[src/rtl/bmu_req_arbiter.sv]
// Round-robin front end that shares one BMU between NUM_REQ requesters,
// tags each issued op and returns results in issue order through a credited FIFO.
module bmu_req_arbiter #(
  parameter int unsigned NUM_REQ   = 2,
  parameter int unsigned AP_W      = 32,
  parameter int unsigned BMU_LAT   = 1,
  parameter int unsigned RSP_DEPTH = 4,
  localparam int unsigned ID_W     = (NUM_REQ > 1) ? $clog2(NUM_REQ) : 1
) (
  input  logic                    clk,
  input  logic                    rst_l,
  input  logic                    flush,
  input  logic [NUM_REQ-1:0]      req_valid,
  output logic [NUM_REQ-1:0]      req_ready,
  input  logic [NUM_REQ*AP_W-1:0] req_ap,
  input  logic [NUM_REQ*32-1:0]   req_a,
  input  logic [NUM_REQ*32-1:0]   req_b,
  input  logic [NUM_REQ-1:0]      req_csr_ren,
  input  logic [NUM_REQ*32-1:0]   req_csr_rddata,
  output logic                    bmu_valid_in,
  output logic [AP_W-1:0]         bmu_ap,
  output logic [31:0]             bmu_a_in,
  output logic [31:0]             bmu_b_in,
  output logic                    bmu_csr_ren_in,
  output logic [31:0]             bmu_csr_rddata_in,
  input  logic [31:0]             bmu_result_ff,
  input  logic                    bmu_error,
  output logic                    rsp_valid,
  input  logic                    rsp_ready,
  output logic [ID_W-1:0]         rsp_id,
  output logic [31:0]             rsp_data,
  output logic                    rsp_error
);

  localparam int unsigned CNT_W = $clog2(RSP_DEPTH + 1);
  localparam int unsigned PTR_W = (RSP_DEPTH > 1) ? $clog2(RSP_DEPTH) : 1;

  logic                r_run;
  logic [ID_W-1:0]     r_rr_ptr;
  logic [ID_W-1:0]     r_issue_id;
  logic                r_bmu_valid;
  logic [AP_W-1:0]     r_bmu_ap;
  logic [31:0]         r_bmu_a;
  logic [31:0]         r_bmu_b;
  logic                r_bmu_csr_ren;
  logic [31:0]         r_bmu_csr_rddata;
  logic                r_tag_v  [BMU_LAT];
  logic [ID_W-1:0]     r_tag_id [BMU_LAT];
  logic [CNT_W-1:0]    r_inflight;
  logic [CNT_W-1:0]    r_count;
  logic [PTR_W-1:0]    r_wr_ptr;
  logic [PTR_W-1:0]    r_rd_ptr;
  logic [ID_W-1:0]     r_mem_id   [RSP_DEPTH];
  logic [31:0]         r_mem_data [RSP_DEPTH];
  logic                r_mem_err  [RSP_DEPTH];

  logic                w_issue_ok;
  logic                w_gnt_v;
  logic [ID_W-1:0]     w_gnt_id;
  logic                w_hs;
  logic [NUM_REQ-1:0]  w_ready;
  logic [AP_W-1:0]     w_sel_ap;
  logic [31:0]         w_sel_a;
  logic [31:0]         w_sel_b;
  logic                w_sel_csr_ren;
  logic [31:0]         w_sel_csr_rddata;
  logic                w_cap;
  logic                w_rsp_v;
  logic                w_pop;

  function automatic logic [ID_W-1:0] rr_idx(input logic [ID_W-1:0] base, input int unsigned off);
    int unsigned sum;
    sum = 32'(base) + off;
    if (sum >= NUM_REQ) sum = sum - NUM_REQ;
    return ID_W'(sum);
  endfunction

  function automatic logic [PTR_W-1:0] ptr_inc(input logic [PTR_W-1:0] p);
    return (p == PTR_W'(RSP_DEPTH - 1)) ? '0 : PTR_W'(p + PTR_W'(1));
  endfunction

  // Pop credit only returns the cycle after the pop, since both counts are registered.
  assign w_issue_ok = r_run && !flush &&
                      (((CNT_W+1)'(r_count) + (CNT_W+1)'(r_inflight)) < (CNT_W+1)'(RSP_DEPTH));

  // Round-robin search starting at r_rr_ptr.
  always_comb begin
    w_gnt_v  = 1'b0;
    w_gnt_id = '0;
    for (int unsigned i = 0; i < NUM_REQ; i++) begin
      if (!w_gnt_v && req_valid[rr_idx(r_rr_ptr, i)]) begin
        w_gnt_v  = 1'b1;
        w_gnt_id = rr_idx(r_rr_ptr, i);
      end
    end
  end

  assign w_hs = w_issue_ok && w_gnt_v;

  always_comb begin
    w_ready = '0;
    if (w_hs) w_ready[w_gnt_id] = 1'b1;
  end

  always_comb begin
    w_sel_ap         = '0;
    w_sel_a          = '0;
    w_sel_b          = '0;
    w_sel_csr_ren    = 1'b0;
    w_sel_csr_rddata = '0;
    for (int unsigned i = 0; i < NUM_REQ; i++) begin
      if (ID_W'(i) == w_gnt_id) begin
        w_sel_ap         = req_ap[i*AP_W +: AP_W];
        w_sel_a          = req_a[i*32 +: 32];
        w_sel_b          = req_b[i*32 +: 32];
        w_sel_csr_ren    = req_csr_ren[i];
        w_sel_csr_rddata = req_csr_rddata[i*32 +: 32];
      end
    end
  end

  // Issue register; data holds when nothing is granted.
  always_ff @(posedge clk or negedge rst_l) begin
    if (!rst_l) begin
      r_run            <= 1'b0;
      r_rr_ptr         <= '0;
      r_issue_id       <= '0;
      r_bmu_valid      <= 1'b0;
      r_bmu_ap         <= '0;
      r_bmu_a          <= '0;
      r_bmu_b          <= '0;
      r_bmu_csr_ren    <= 1'b0;
      r_bmu_csr_rddata <= '0;
    end else begin
      r_run       <= 1'b1;
      r_bmu_valid <= w_hs;
      if (w_hs) begin
        r_issue_id       <= w_gnt_id;
        r_rr_ptr         <= (32'(w_gnt_id) == NUM_REQ - 1) ? '0 : ID_W'(w_gnt_id + ID_W'(1));
        r_bmu_ap         <= w_sel_ap;
        r_bmu_a          <= w_sel_a;
        r_bmu_b          <= w_sel_b;
        r_bmu_csr_ren    <= w_sel_csr_ren;
        r_bmu_csr_rddata <= w_sel_csr_rddata;
      end
    end
  end

  // Tag pipeline: the last stage lines up with the BMU result.
  always_ff @(posedge clk or negedge rst_l) begin
    if (!rst_l) begin
      for (int unsigned k = 0; k < BMU_LAT; k++) begin
        r_tag_v[k]  <= 1'b0;
        r_tag_id[k] <= '0;
      end
    end else begin
      r_tag_v[0]  <= r_bmu_valid && !flush;
      r_tag_id[0] <= r_issue_id;
      for (int unsigned k = 1; k < BMU_LAT; k++) begin
        r_tag_v[k]  <= r_tag_v[k-1] && !flush;
        r_tag_id[k] <= r_tag_id[k-1];
      end
    end
  end

  assign w_cap   = r_tag_v[BMU_LAT-1] && !flush;
  assign w_rsp_v = (r_count != '0);
  assign w_pop   = w_rsp_v && rsp_ready && !flush;

  always_ff @(posedge clk or negedge rst_l) begin
    if (!rst_l) begin
      r_inflight <= '0;
      r_count    <= '0;
      r_wr_ptr   <= '0;
      r_rd_ptr   <= '0;
    end else if (flush) begin
      r_inflight <= '0;
      r_count    <= '0;
      r_wr_ptr   <= '0;
      r_rd_ptr   <= '0;
    end else begin
      r_inflight <= r_inflight + CNT_W'(w_hs) - CNT_W'(w_cap);
      r_count    <= r_count + CNT_W'(w_cap) - CNT_W'(w_pop);
      if (w_cap) r_wr_ptr <= ptr_inc(r_wr_ptr);
      if (w_pop) r_rd_ptr <= ptr_inc(r_rd_ptr);
    end
  end

  // Storage needs no reset: the head is only exposed while the FIFO is non-empty.
  always_ff @(posedge clk) begin
    if (w_cap) begin
      r_mem_id[r_wr_ptr]   <= r_tag_id[BMU_LAT-1];
      r_mem_data[r_wr_ptr] <= bmu_result_ff;
      r_mem_err[r_wr_ptr]  <= bmu_error;
    end
  end

  assign req_ready         = w_ready;
  assign bmu_valid_in      = r_bmu_valid;
  assign bmu_ap            = r_bmu_ap;
  assign bmu_a_in          = r_bmu_a;
  assign bmu_b_in          = r_bmu_b;
  assign bmu_csr_ren_in    = r_bmu_csr_ren;
  assign bmu_csr_rddata_in = r_bmu_csr_rddata;
  assign rsp_valid         = w_rsp_v;
  assign rsp_id            = w_rsp_v ? r_mem_id[r_rd_ptr]   : '0;
  assign rsp_data          = w_rsp_v ? r_mem_data[r_rd_ptr] : '0;
  assign rsp_error         = w_rsp_v ? r_mem_err[r_rd_ptr]  : 1'b0;

  a_no_overflow: assert property (@(posedge clk) disable iff (!rst_l)
    !(w_cap && !w_pop && (r_count == CNT_W'(RSP_DEPTH))));

endmodule

[config.mk]
export PLATFORM = sky130hd
export DESIGN_NAME = bmu_req_arbiter
export DESIGN_NICKNAME = d
export VERILOG_FILES = /design/src/rtl/bmu_req_arbiter.sv
export SDC_FILE = /design/constraint.sdc
export NUM_CORES = 1
export LEC_CHECK = 0
export ABC_AREA = 1
export CELL_PAD_IN_SITES_DETAIL_PLACEMENT = 1
export CELL_PAD_IN_SITES_GLOBAL_PLACEMENT = 2
export CORE_ASPECT_RATIO = 1.75
export CORE_MARGIN = 8
export CORE_UTILIZATION = 25
export CTS_CLUSTER_DIAMETER = 40
export DETAILED_ROUTE_END_ITERATION = 6
export PLACE_DENSITY = 0.76
export SLEW_MARGIN = 20
export SYNTH_ARGS = -nofsm -noshare
export SYNTH_HDL_FRONTEND = slang
export SYNTH_SLANG_ARGS = --single-unit
[constraint.sdc]
create_clock -name clk -period 2.9 [get_ports clk]
set_input_delay 0.58 -clock clk [delete_from_list [all_inputs] [get_ports clk]]
set_output_delay 0.58 -clock clk [all_outputs]
set_load 0.05 [all_outputs]
* Word level (Yosys, flattened, before mapping)
Memories as Yosys holds them, arrays and structs flattened.
Index checks and enable logic that the tools add are counted.
** Word-level totals
- RAM bits :: 136
- Bits in registers :: 145
- Output and inout port bits :: 167
- Memories :: 3
- Bits of input ports :: 297
- Logic and storage cells :: 84
** Operators by class
- Magnitude comparators :: 7
- Add/subtract/negate cells :: 11
- Equal/unequal tests :: 2
- Reduce and logical (&&, ||, !) cells :: 14
- Mux-type cells :: 32
** Memories
- r_mem_data :: depth 4, width 32, rd ports 1, clocked after Yosys merged registers in 0, wr ports 1, RTL line 54 : logic [31:0] r_mem_data [RSP_DEPTH];
- r_mem_err :: depth 4, width 1, rd ports 1, clocked after Yosys merged registers in 0, wr ports 1, RTL line 55 : logic r_mem_err [RSP_DEPTH];
- r_mem_id :: depth 4, width 1, rd ports 1, clocked after Yosys merged registers in 0, wr ports 1, RTL line 53 : logic [ID_W-1:0] r_mem_id [RSP_DEPTH];
** Operators with widths (number)
- 32-bit two-way mux :: 5
- 1-bit two-way mux :: 17
- 2-bit two-way mux :: 7
- 1-bit logical AND :: 9
- 3-bit by 1-bit adder with 3-bit output :: 2
- 1-bit by 2-bit less-than comparator with 1-bit output, second input constant :: 3
- 3-bit two-way mux :: 2
- 3-bit by 1-bit subtractor with 3-bit output :: 2
- 2-bit by 1-bit adder with 2-bit output, second input constant :: 2
- 3-bit by 3-bit adder with 4-bit output :: 1
- 2-bit equality test, second input constant :: 2
- 4-bit by 3-bit less-than comparator with 1-bit output, second input constant :: 1
- 2-bit nonzero test :: 2
- 3-bit nonzero test :: 1
- 1-bit by 1-bit adder with 2-bit output, second input constant :: 1
- 1-bit by 2-bit >= comparator with 1-bit output, second input constant :: 1
- 2-bit >= comparator, second input constant :: 1
- 1-bit logical NOT :: 2
- 1-bit subtractor, second input constant :: 2
- 1-bit adder, second input constant :: 1
- 1-bit demux with 1-bit select :: 1
- 1-bit >= comparator, second input constant :: 1

* Logic depth before layout (Yosys ltp)
Gate-level depths: netlist (run 1).
- Word-level depth :: 13
- Mapped depth :: 14
- Mapped depth without buffers :: 13

* Least setup slack after synthesis (run 1)
OpenSTA, ideal clock, no wires.
- Kind :: input port to flip-flop
- From :: input port flush
- To :: memory r_mem_data[0][0] (enable)
- Path slack :: 68 ps
- Arrival :: 2407 ps
- Buffers on the path :: 1
- Data required time :: 2475 ps
- Stages :: 4
- Setup time :: 425 ps
- Path through :: buf_4 > clkinv_2 > nand2_1 > nor2_1
** Between the ends
- Cells in the longest elaborated chain, start to end :: 4
** Ends and longest elaborated chain
- from (decl) :: RTL line 12 : input logic flush,
- 1-bit logical NOT :: RTL line 166 : assign w_cap = r_tag_v[BMU_LAT-1] && !flush;
- 1-bit logical AND :: RTL line 166
- 1-bit two-way mux :: RTL line 191 : if (w_cap) begin
- 1-bit two-way mux (implied by the code) :: RTL line 193 : r_mem_data[r_wr_ptr] <= bmu_result_ff;
- to (decl) :: RTL line 54
No other way between the ends.

* Worst setup path in the final report (run 1)
- From :: register r_rd_ptr[1]
- To :: output port rsp_data[23]
** Between the ends
- Cells in the longest elaborated chain, start to end :: 2
** Ends and longest elaborated chain
- from (decl) :: RTL line 52 : logic [PTR_W-1:0] r_rd_ptr;
- from (signal assigned) :: RTL line 185 : if (w_pop) r_rd_ptr <= ptr_inc(r_rd_ptr);
- memory read 4 x 32 bit
- 32-bit two-way mux :: RTL line 207 : assign rsp_data = w_rsp_v ? r_mem_data[r_rd_ptr] : '0;
- to (decl) :: RTL line 31 : output logic [31:0] rsp_data,
No other way between the ends.

==> impl_metrics.yaml, run 1 <==
run_status:
  status: "finished clean"
global_route:
  grt_usage_pct: 17.25
  gr-total-overflow: 0
  antenna_found_initial: 10
  grt_max_degree: 132
  grt_first_pass_wirelength_um: 80340
  grt_pass1_vias: 13160
clocking:
  cts_resized: 0
  clk_latency_ps: 510
  htree_levels: 2
  postCtsSetupRepairBufs: 0
  cts_buffer_depth: 3
  cts_tree: "built"
  clk_pin_slew_ps: 60
  ctsHoldBuffers: 0
  numCtsBuffers: 36
  ctsRootBufferMaster: "clkbuf_16"
  cts.sinks: 281
floorplan:
  die_w_um: 188.1
  io_pins: 464
  coreArea_mm2: 0.05134
  num_rows: 110
  initial_core_util_pct: 25.25
  die_h_um: 317.2
  die_area_mm2: 0.05968
setup_path:
  rrSetupSlack_ps: 540
  slowest_delay_ps: 410
  r2r_cells: 12
  regToRegStartpoint: "r_count[1]"
  crit_type: "reg -> out"
  crit_chain: "inv_2 > buf_12 > nand2_1 > a21oi_1 > buf_12"
  path_common_cell: "buf_12"
  critical-path-top-delay-family: "buffers and inverters"
  endpoint_kind: "primary output"
  r2r-end: "r_inflight[2]"
  crit_path_start_kind: "flip-flop"
  cp_num_buf_inv: 3
  cp_slowest_cell: "dfrtp_1"
  path_max_fanout: 52
  worstPathArrival_ps: 2140
  required_ps: 2320
timing:
  max_freq_mhz: 368.1
  fin_crit_sh_pct: 93.67
  slew_viol_final: 0
  setup-violations-final: 0
  rsz0062_at_grt: "false"
  hold_violations: 0
  fin_tns_setup_ps: 0
  fin_skew_ps: 12.27
  fin_crit_ps: 2716
  tightest_slew_ps: 695.3
  maxSlewHeadroom_pct: 53.65
route:
  dr_wl_met2_um: 27160
  via_per_inst: 4.455
  wl_per_cell_um: 19.95
  ant_nets: 0
  drc: 0
  met3WireLength_um: 4885
  dr.pass1.iters: 4
  num_vias: 11790
  drt_iter0_drc: 437
  drt_wl_total_um: 52780
  wl_met1_um: 19610
  top_layer_used: "met5"
logic_synthesis:
  ys_seq_area_share_pct: 59.50
  synth-xor-area-share_pct: 0.2027
  synth_fa_ha_area_share_pct: 1.274
  synth_edf_count: 136
  synth-compound-area-share_pct: 2.732
  muxShareOfSynthArea_pct: 0
  syn-num-nets: 1827
  synth_cell_types: 27
  syn-cell-area_mm2: 0.01296
  yosys_register_bits: 281
  postSynthAreaPerCell_um2: 8.539
  ys.flop_type: "dfrtp_1"
  syn_inst: 1518
  synthSimpleGateAreaFrac_pct: 31.25
  yosysWarningCount: 0
  synth_top_family_by_area: "simple AND/OR/NAND/NOR gates"
  async_flop_share_pct: 51.60
placement:
  gp_congestion: 0.7763
  dp_hpwl_um: 38320
  portBuffers: 463
cells_and_area:
  syn2layout_area_growth_pct: 53.39
  fillers: 5924
  nets: 2255
  layout-drive-gt1-share_pct: 6.951
power_and_ir_drop:
  p_leak_uw: 0.008945
  power_density_mw_per_mm2: 1043
  finalPower_uw: 20740
  vdd_ir_drop_max_v: 0.0003606
flow_run:
  drv_cap: 0
hold_path:
  hold_class: "in -> async"
## worst max path at each step
stage            startpoint               end  slack (ps)  depth (start not counted)
2_1_floorplan         flush  r_mem_data[0][0]          70                          4
3_3_place_gp   req_valid[0]     r_inflight[2]         210                         12
3_5_place_dp   req_valid[0]     r_inflight[2]         260                         11
4_1_cts         r_rd_ptr[1]      rsp_data[23]         150                          5
5_1_grt         r_rd_ptr[1]      rsp_data[12]          50                          5
6_report        r_rd_ptr[1]      rsp_data[23]         180                          5
## where the power goes
part           switching [µW]  internal [µW]  leakage (µW)
clock network            1810           2700      0.000581
registers                 580           5160       0.00305
logic                    7060           3440       0.00531
## cells in the mapped netlist (all sizes together) (2+ instances only)
library cell,n,area (µm²)
nand3,135,680.7
nor2,89,344.1
nand4,2,12.51
clkbuf,20,75.07
edfxtp,136,4084
xor2,3,26.28
a21oi,34,170.2
o21ai,35,175.2
dfrtp,145,3628
buf,77,473.0
clkinv,2,8.750
fa,2,40.04
ha,10,125.1
inv,25,93.84
nand2,800,3005
## area by class of cell
cell class / count / area [µm²] / area share, %
well taps: 672 / 840.8 / 4.229
inverters: 27 / 102.6 / 0.5160
multi-input cells: 1113 / 4654 / 23.41
repair buffers: 487 / 5361 / 26.96
clock inverters: 21 / 237.7 / 1.196
flip-flops and latches: 281 / 7714 / 38.80
clock buffers: 42 / 964.7 / 4.852
diodes: 3 / 7.507 / 0.03776
## worst reg2reg max path, stage by stage, from the launching register on
cell and delay [ps]:
dfrtp_1 440, ha_1 290, nand3_1 70, nand2_1 120
inv_1 160, nand2_4 80, ha_1 290, inv_1 70
ha_1 150, inv_1 60, fa_1 390, nor2_1 110
nor2_1 50
## through the flow
step | instances | setup slack, ps | hold slack (ps) | utilization, % | area, µm²
global route | 2646 | 53.10 | 37.58 | 38.73 | 19880
finish | 2646 | 183.5 | 2.624 | 38.73 | 19880
floorplan | 1518 | 67.95 | 284.4 | - | 12960
detailed placement | 2580 | 261.6 | 366.0 | 36.37 | 18670
CTS | 2643 | 147.1 | 13.62 | 38.72 | 19880
global placement | 2580 | 213.2 | 365.9 | 36.37 | 18670
## cells by family after synthesis
kind of cell             Yosys count
AND/OR/NAND/NOR                 1027
flip-flops                       281
buffers and inverters            124
AO/OA/AOI/OAI                     70
adder cells (fa/ha/maj)           12
XOR/XNOR                           3
other                              1
## placed cells by master, fill, tap and decap left out, types with 3 or more instances in the layout
cell / n
nand2_1: 797
clkdlybuf4s50_1: 425
dfrtp_1: 144
edfxtp_1: 136
nand3_1: 134
nor2_1: 83
buf_12: 51
clkbuf_16: 37
o21ai_0: 35
a21oi_1: 34
inv_1: 21
ha_1: 10
buf_4: 10
inv_6: 7
nor2_4: 6
clkinv_4: 5
inv_2: 4
diode_2: 3
nand2_4: 3
xor2_1: 3
bufinv_16: 3
clkbuf_1: 3
clkinvlp_4: 3
## routing by layer
metal / up-vias / global-route usage (%)
met3: 61 / 6.826
met2: 377 / 31.04
met5: - / 0
met4: 10 / 4.634
met1: 5659 / 18.52
li1: 5682 / -
## sequential cells by signal (all words and copies together) (netlist names), 2 cells and up
signal / cells
r_mem_data: 128
bmu_a_in: 32
bmu_ap: 32
bmu_b_in: 32
bmu_csr_rddata_in: 32
r_mem_err: 4
r_mem_id: 4
r_count: 3
r_inflight: 3
r_rd_ptr: 2
r_wr_ptr: 2
Power figures use the tool's default switching activity.
==> run 2: changes to the inputs <==
Settings changed: CORE_UTILIZATION 25 to 26, PLACE_DENSITY 0.76 to 0.79.
==> run 2 against run 1 <==
  * Sequential power is essentially flat
  * Clock skew increased by 12 ps
  * Via count fell by 0.36%
  * Critical path type unchanged
  * Largest power group unchanged
  * Highest routed layer unchanged
==> impl_metrics.yaml, run 2 (synthesized netlist as in run 1, its figures left out) <==
run_status:
  status: "finished clean"
floorplan:
  num_rows: 108
  coreArea_mm2: 0.04946
  die_h_um: 311.4
  io_pins: 464
  die_w_um: 184.8
  die_area_mm2: 0.05754
  initial_core_util_pct: 26.21
route:
  drt_iter0_drc: 475
  wl_met1_um: 19320
  dr.pass1.iters: 4
  num_vias: 11750
  drc: 0
  via_per_inst: 4.444
  drt_wl_total_um: 52100
  met3WireLength_um: 4658
  wl_per_cell_um: 19.71
  ant_nets: 0
  top_layer_used: "met5"
  dr_wl_met2_um: 26590
timing:
  tightest_slew_ps: 761.4
  slew_viol_final: 0
  rsz0062_at_grt: "true"
  worst_hold_slack_ps: 47.89
  fin_skew_ps: 24.53
  fin_crit_sh_pct: 97.08
  max_freq_mhz: 355.2
  fin_crit_ps: 2815
  hold_violations: 0
  timing.final.ws_setup_ps: 84.71
  maxSlewHeadroom_pct: 49.08
  setup-violations-final: 0
power_and_ir_drop:
  p_leak_uw: 0.008911
  vdd_ir_drop_max_v: 0.0003773
  power_density_mw_per_mm2: 1033
cells_and_area:
  fillers: 5748
  syn2layout_area_growth_pct: 52.83
  nets: 2257
  layout_commonest_cell: "nand2_1"
  largest_reg_flops: 128
  mostFrequentLayoutCells: "nand2_1 (797), clkdlybuf4s50_1 (425), dfrtp_1 (144), edfxtp_1 (136), nand3_1 (134)"
  max_flop_register: "r_mem_data"
  layout-drive-gt1-share_pct: 6.991
clocking:
  ctsRootBufferMaster: "clkbuf_16"
  numCtsBuffers: 35
  ctsHoldBuffers: 0
  postCtsSetupRepairBufs: 0
  cts_resized: 1
  htree_levels: 2
  cts.sinks: 281
  cts_buffer_depth: 3
  clk_latency_ps: 530
  clk_pin_slew_ps: 60
  cts_tree: "built"
placement:
  gp_congestion: 0.8219
  portBuffers: 463
  dpl_worst_slack_ps: 214.5
  dp_hpwl_um: 38170
global_route:
  grt_first_pass_wirelength_um: 79380
  gr-total-overflow: 0
  grt_usage_pct: 18.00
  grt_pass1_vias: 13140
  grt_max_degree: 132
  antenna_found_initial: 14
flow_run:
  drv_cap: 0
setup_path:
  endpoint_kind: "primary output"
  r2r_cells: 12
  path_max_fanout: 58
  required_ps: 2320
  crit_type: "reg -> out"
  worstPathArrival_ps: 2240
  crit_path_start_kind: "flip-flop"
hold_path:
  hold_class: "in -> async"
-- run 2: cell types whose count changed in the layout (fill, tap and decap cells not counted), moves of 3 or more --
| cell | before | now |
|---|---|---|
| inv_6 | 7 | 4 |
| clkinv_4 | 5 | 2 |
| bufinv_16 | 3 | 0 |
| diode_2 | 3 | 9 |
| inv_8 | 1 | 5 |
| clkbuf_1 | 3 | 6 |
| clkinv_2 | 2 | 5 |
-- run 2: critical path, cell delays in order (launching register included) --
cell and delay [ps]:
dfrtp_2 420, inv_2 210, buf_12 280, nand2_1 90, nand2_1 70, nand2_1 50
a21oi_1 350, buf_12 190
-- run 2: area by class of cell --
| class | instances | area (µm²) | share of cell area [%] |
|---|---|---|---|
| Clock inverter | 21 | 175.2 | 0.8842 |
| Tap cell | 660 | 825.8 | 4.169 |
| Sequential cell | 281 | 7714 | 38.94 |
| Timing Repair Buffer | 490 | 5396 | 27.24 |
| Inverter | 27 | 106.4 | 0.5369 |
| Antenna cell | 9 | 22.52 | 0.1137 |
| Multi-Input combinational cell | 1113 | 4658 | 23.51 |
| Clock buffer | 42 | 912.1 | 4.604 |
-- run 2: power breakdown --
group | internal [µW] | switching (µW) | total (µW) | leakage, µW
combinational | 3480 | 7090 | 10600 | 0.00533
sequential | 5160 | 597 | 5760 | 0.00305
clock | 2320 | 1820 | 4140 | 0.000528
total | 11000 | 9500 | 20500 | 0.00891
-- run 2: final timing paths --
check                       startpoint            end  slack (ps)
min reg2reg                 r_issue_id       r_tag_id         390
min                              rst_l     bmu_ap[10]          50
min in group clk            r_issue_id       r_tag_id         390
max                        r_rd_ptr[0]   rsp_data[30]          80
max reg2reg                 r_count[1]  r_inflight[2]         510
max in group asynchronous        rst_l    bmu_b_in[4]        2110
-- run 2: metal layers --
| metal | global-route usage [%] | vias to the layer above |
|---|---|---|
| met5 | 0 | - |
| met4 | 6.131 | 12 |
| met3 | 6.934 | 75 |
| met2 | 31.99 | 370 |
| met1 | 19.00 | 5590 |
| li1 | - | 5699 |
-- run 2: stage by stage --
step | setup TNS (ps) | instances | power (µW) | utilization [%] | area, µm²
finish | 0 | 2643 | 20460 | 40.06 | 19810
global route | -286.3 | 2639 | 21510 | 40.03 | 19800
CTS | 0 | 2634 | 20810 | 40.00 | 19780
detailed placement | 0 | 2571 | 16510 | 37.80 | 18690
global placement | 0 | 2571 | 16410 | 37.80 | 18690
floorplan | 0 | 1518 | 11840 | - | 12960
==> run 3: changes to the inputs <==
Settings changed: CORE_MARGIN 8 to 2.
==> run 3 against run 2 <==
  * Clock-buffer cell count grew 3
  * Worst hold slack gained 350 ps
  * Maximum frequency grew 2.8%
  * Sequential power is essentially flat
  * Register-to-register slack gained 20 ps
  * Sequential share of layout area shrank 0.25 points
  * Clock power grew 13%
  * Power grew 2.0%
  * Largest cell class unchanged
  * Non-clock buffer count shrank 3
  * Via count grew 1.2%
  * Flip-flop and latch count is the same
==> impl_metrics.yaml, run 3 (synthesized netlist as in run 1, its figures left out) <==
floorplan:
  initial_core_util_pct: 26.21
  coreArea_mm2: 0.04946
  die_w_um: 172.8
  die_area_mm2: 0.05173
  io_pins: 464
  die_h_um: 299.4
  num_rows: 108
clocking:
  cts_tree: "built"
  postCtsSetupRepairBufs: 0
  htree_levels: 2
  numCtsBuffers: 37
  clk_pin_slew_ps: 60
  ctsRootBufferMaster: "clkbuf_16"
  clk_latency_ps: 520
  cts.sinks: 281
  cts_buffer_depth: 3
cells_and_area:
  layout_commonest_cell: "nand2_1"
  fillers: 5739
  nets: 2256
  layout-drive-gt1-share_pct: 7.197
  max_flop_register: "r_mem_data"
  syn2layout_area_growth_pct: 53.81
  mostFrequentLayoutCells: "nand2_1 (797), clkdlybuf4s50_1 (425), dfrtp_1 (144), edfxtp_1 (136), nand3_1 (134)"
  largest_reg_flops: 128
global_route:
  grt.busiest_layer: "met2"
  antenna_found_initial: 6
  grt_pass1_vias: 12710
  use_met3_pct: 5.720
  use_met2_pct: 35.44
  grt_usage_pct: 19.06
  grt_use_met1_pct: 20.50
  grt_first_pass_wirelength_um: 76460
  gr-total-overflow: 0
  grt_max_degree: 132
timing:
  rsz0062_at_grt: "false"
  fin_tns_setup_ps: 0
  worst_hold_slack_ps: 400.6
  tightest_slew_ps: 701.7
  fin_skew_ps: 18.68
  max_freq_mhz: 365.1
  maxSlewHeadroom_pct: 53.22
  slew_viol_final: 0
  setup-violations-final: 0
  fin_crit_sh_pct: 94.45
  hold_violations: 0
  fin_crit_ps: 2739
route:
  ant_nets: 0
  drt_wl_total_um: 50210
  drt_iter0_drc: 514
  via_per_inst: 4.511
  num_vias: 11890
  drc: 0
  dr.pass1.iters: 6
  wl_per_cell_um: 19.05
setup_path:
  slowest_delay_ps: 930
  endpoint_kind: "primary output"
  crit_chain: "nor2_1 > nand2_1 > clkdlybuf4s50_1"
  crit_path_start_kind: "flip-flop"
  crit_type: "reg -> out"
  cp_slowest_cell: "clkdlybuf4s50_1"
  worstPathArrival_ps: 2160
  path_max_fanout: 5
  required_ps: 2320
power_and_ir_drop:
  p_leak_uw: 0.008988
  vdd_ir_drop_max_v: 0.0004648
  power_density_mw_per_mm2: 1047
placement:
  portBuffers: 463
  gp_congestion: 0.8385
  dp_hpwl_um: 35310
hold_path:
  hold_class: "reg -> reg"
run_status:
  status: "finished clean"
flow_run:
  drv_cap: 0
run 3: changes by cell type in the layout (fill, tap and decap cells not counted), moves of 2 or more:
| cell | change |
|---|---|
| buf_4 | -4 |
| inv_8 | -3 |
| bufinv_16 | +2 |
| clkinv_4 | +2 |
| clkinv_1 | -2 |
| clkbuf_1 | -5 |
| diode_2 | -6 |
| clkbuf_8 | +4 |
| clkinvlp_4 | -2 |
| inv_6 | +2 |
| clkbuf_16 | +4 |
run 3: metrics by stage:
| step | util [%] | area, µm² | cells | worst slack [ps] | total power, µW |
|---|---|---|---|---|---|
| 2_1_floorplan | - | 12960 | 1518 | 67.95 | 11840 |
| 3_3_place_gp | 37.74 | 18660 | 2567 | 219.1 | 16250 |
| 3_5_place_dp | 37.74 | 18660 | 2567 | 212.2 | 16360 |
| 4_1_cts | 40.29 | 19930 | 2633 | 39.95 | 21200 |
| 5_1_grt | 40.31 | 19940 | 2635 | 54.34 | 21950 |
| 6_report | 40.31 | 19940 | 2636 | 160.8 | 20870 |
run 3: layer usage:
metal | routed length, µm | share of wire [%] | vias to the layer above
li1 | - | - | 5685
met1 | 18910 | 38 | 5771
met2 | 26150 | 52 | 356
met3 | 3609 | 7.2 | 74
met4 | 1496 | 3.0 | 6
met5 | 42 | 0.084 | -
run 3: critical path: cells and delay by family (launching register included):
family	cells	cell delay, ps
and+or+nand+nor	2	250
DFF	1	440
buffers and inverters	1	930
run 3: worst paths after layout:
kind                       cells after the start            end  slack (ps)           from
min                                            0       r_tag_id         400     r_issue_id
max                                            3      rsp_valid         160     r_count[1]
max reg2reg                                   13  r_inflight[2]         530  r_inflight[1]
min in group asynchronous                      2    bmu_a_in[3]         550          rst_l
min reg2reg                                    0       r_tag_id         400     r_issue_id
max in group asynchronous                      3   bmu_a_in[19]        1440          rst_l
run 3: area by class of cell:
type	instances	area, µm²	area share [%]
inverters	27	106.4	0.5334
clock buffers	45	1049	5.259
clock inverters	20	205.2	1.029
well taps	660	825.8	4.142
flip-flops and latches	281	7714	38.69
multi-input cells	1113	4654	23.34
diodes	3	7.507	0.03765
repair buffers	487	5376	26.97
run 3: power breakdown:
group          total (µW)  internal [µW]  switching [µW]  leakage, µW
clock                4670           2800            1870     0.000618
sequential           5740           5160             575      0.00305
combinational       10500           3490            6980      0.00532
total               20900          11500            9420      0.00899
run 3: what timing repair did:
item                       4_1_cts  5_1_grt
setup endpoints to repair       34        7
pin swaps                        0        0
hold buffers                     1        0
hold endpoints to repair        40        0
gates resized for setup          1        2
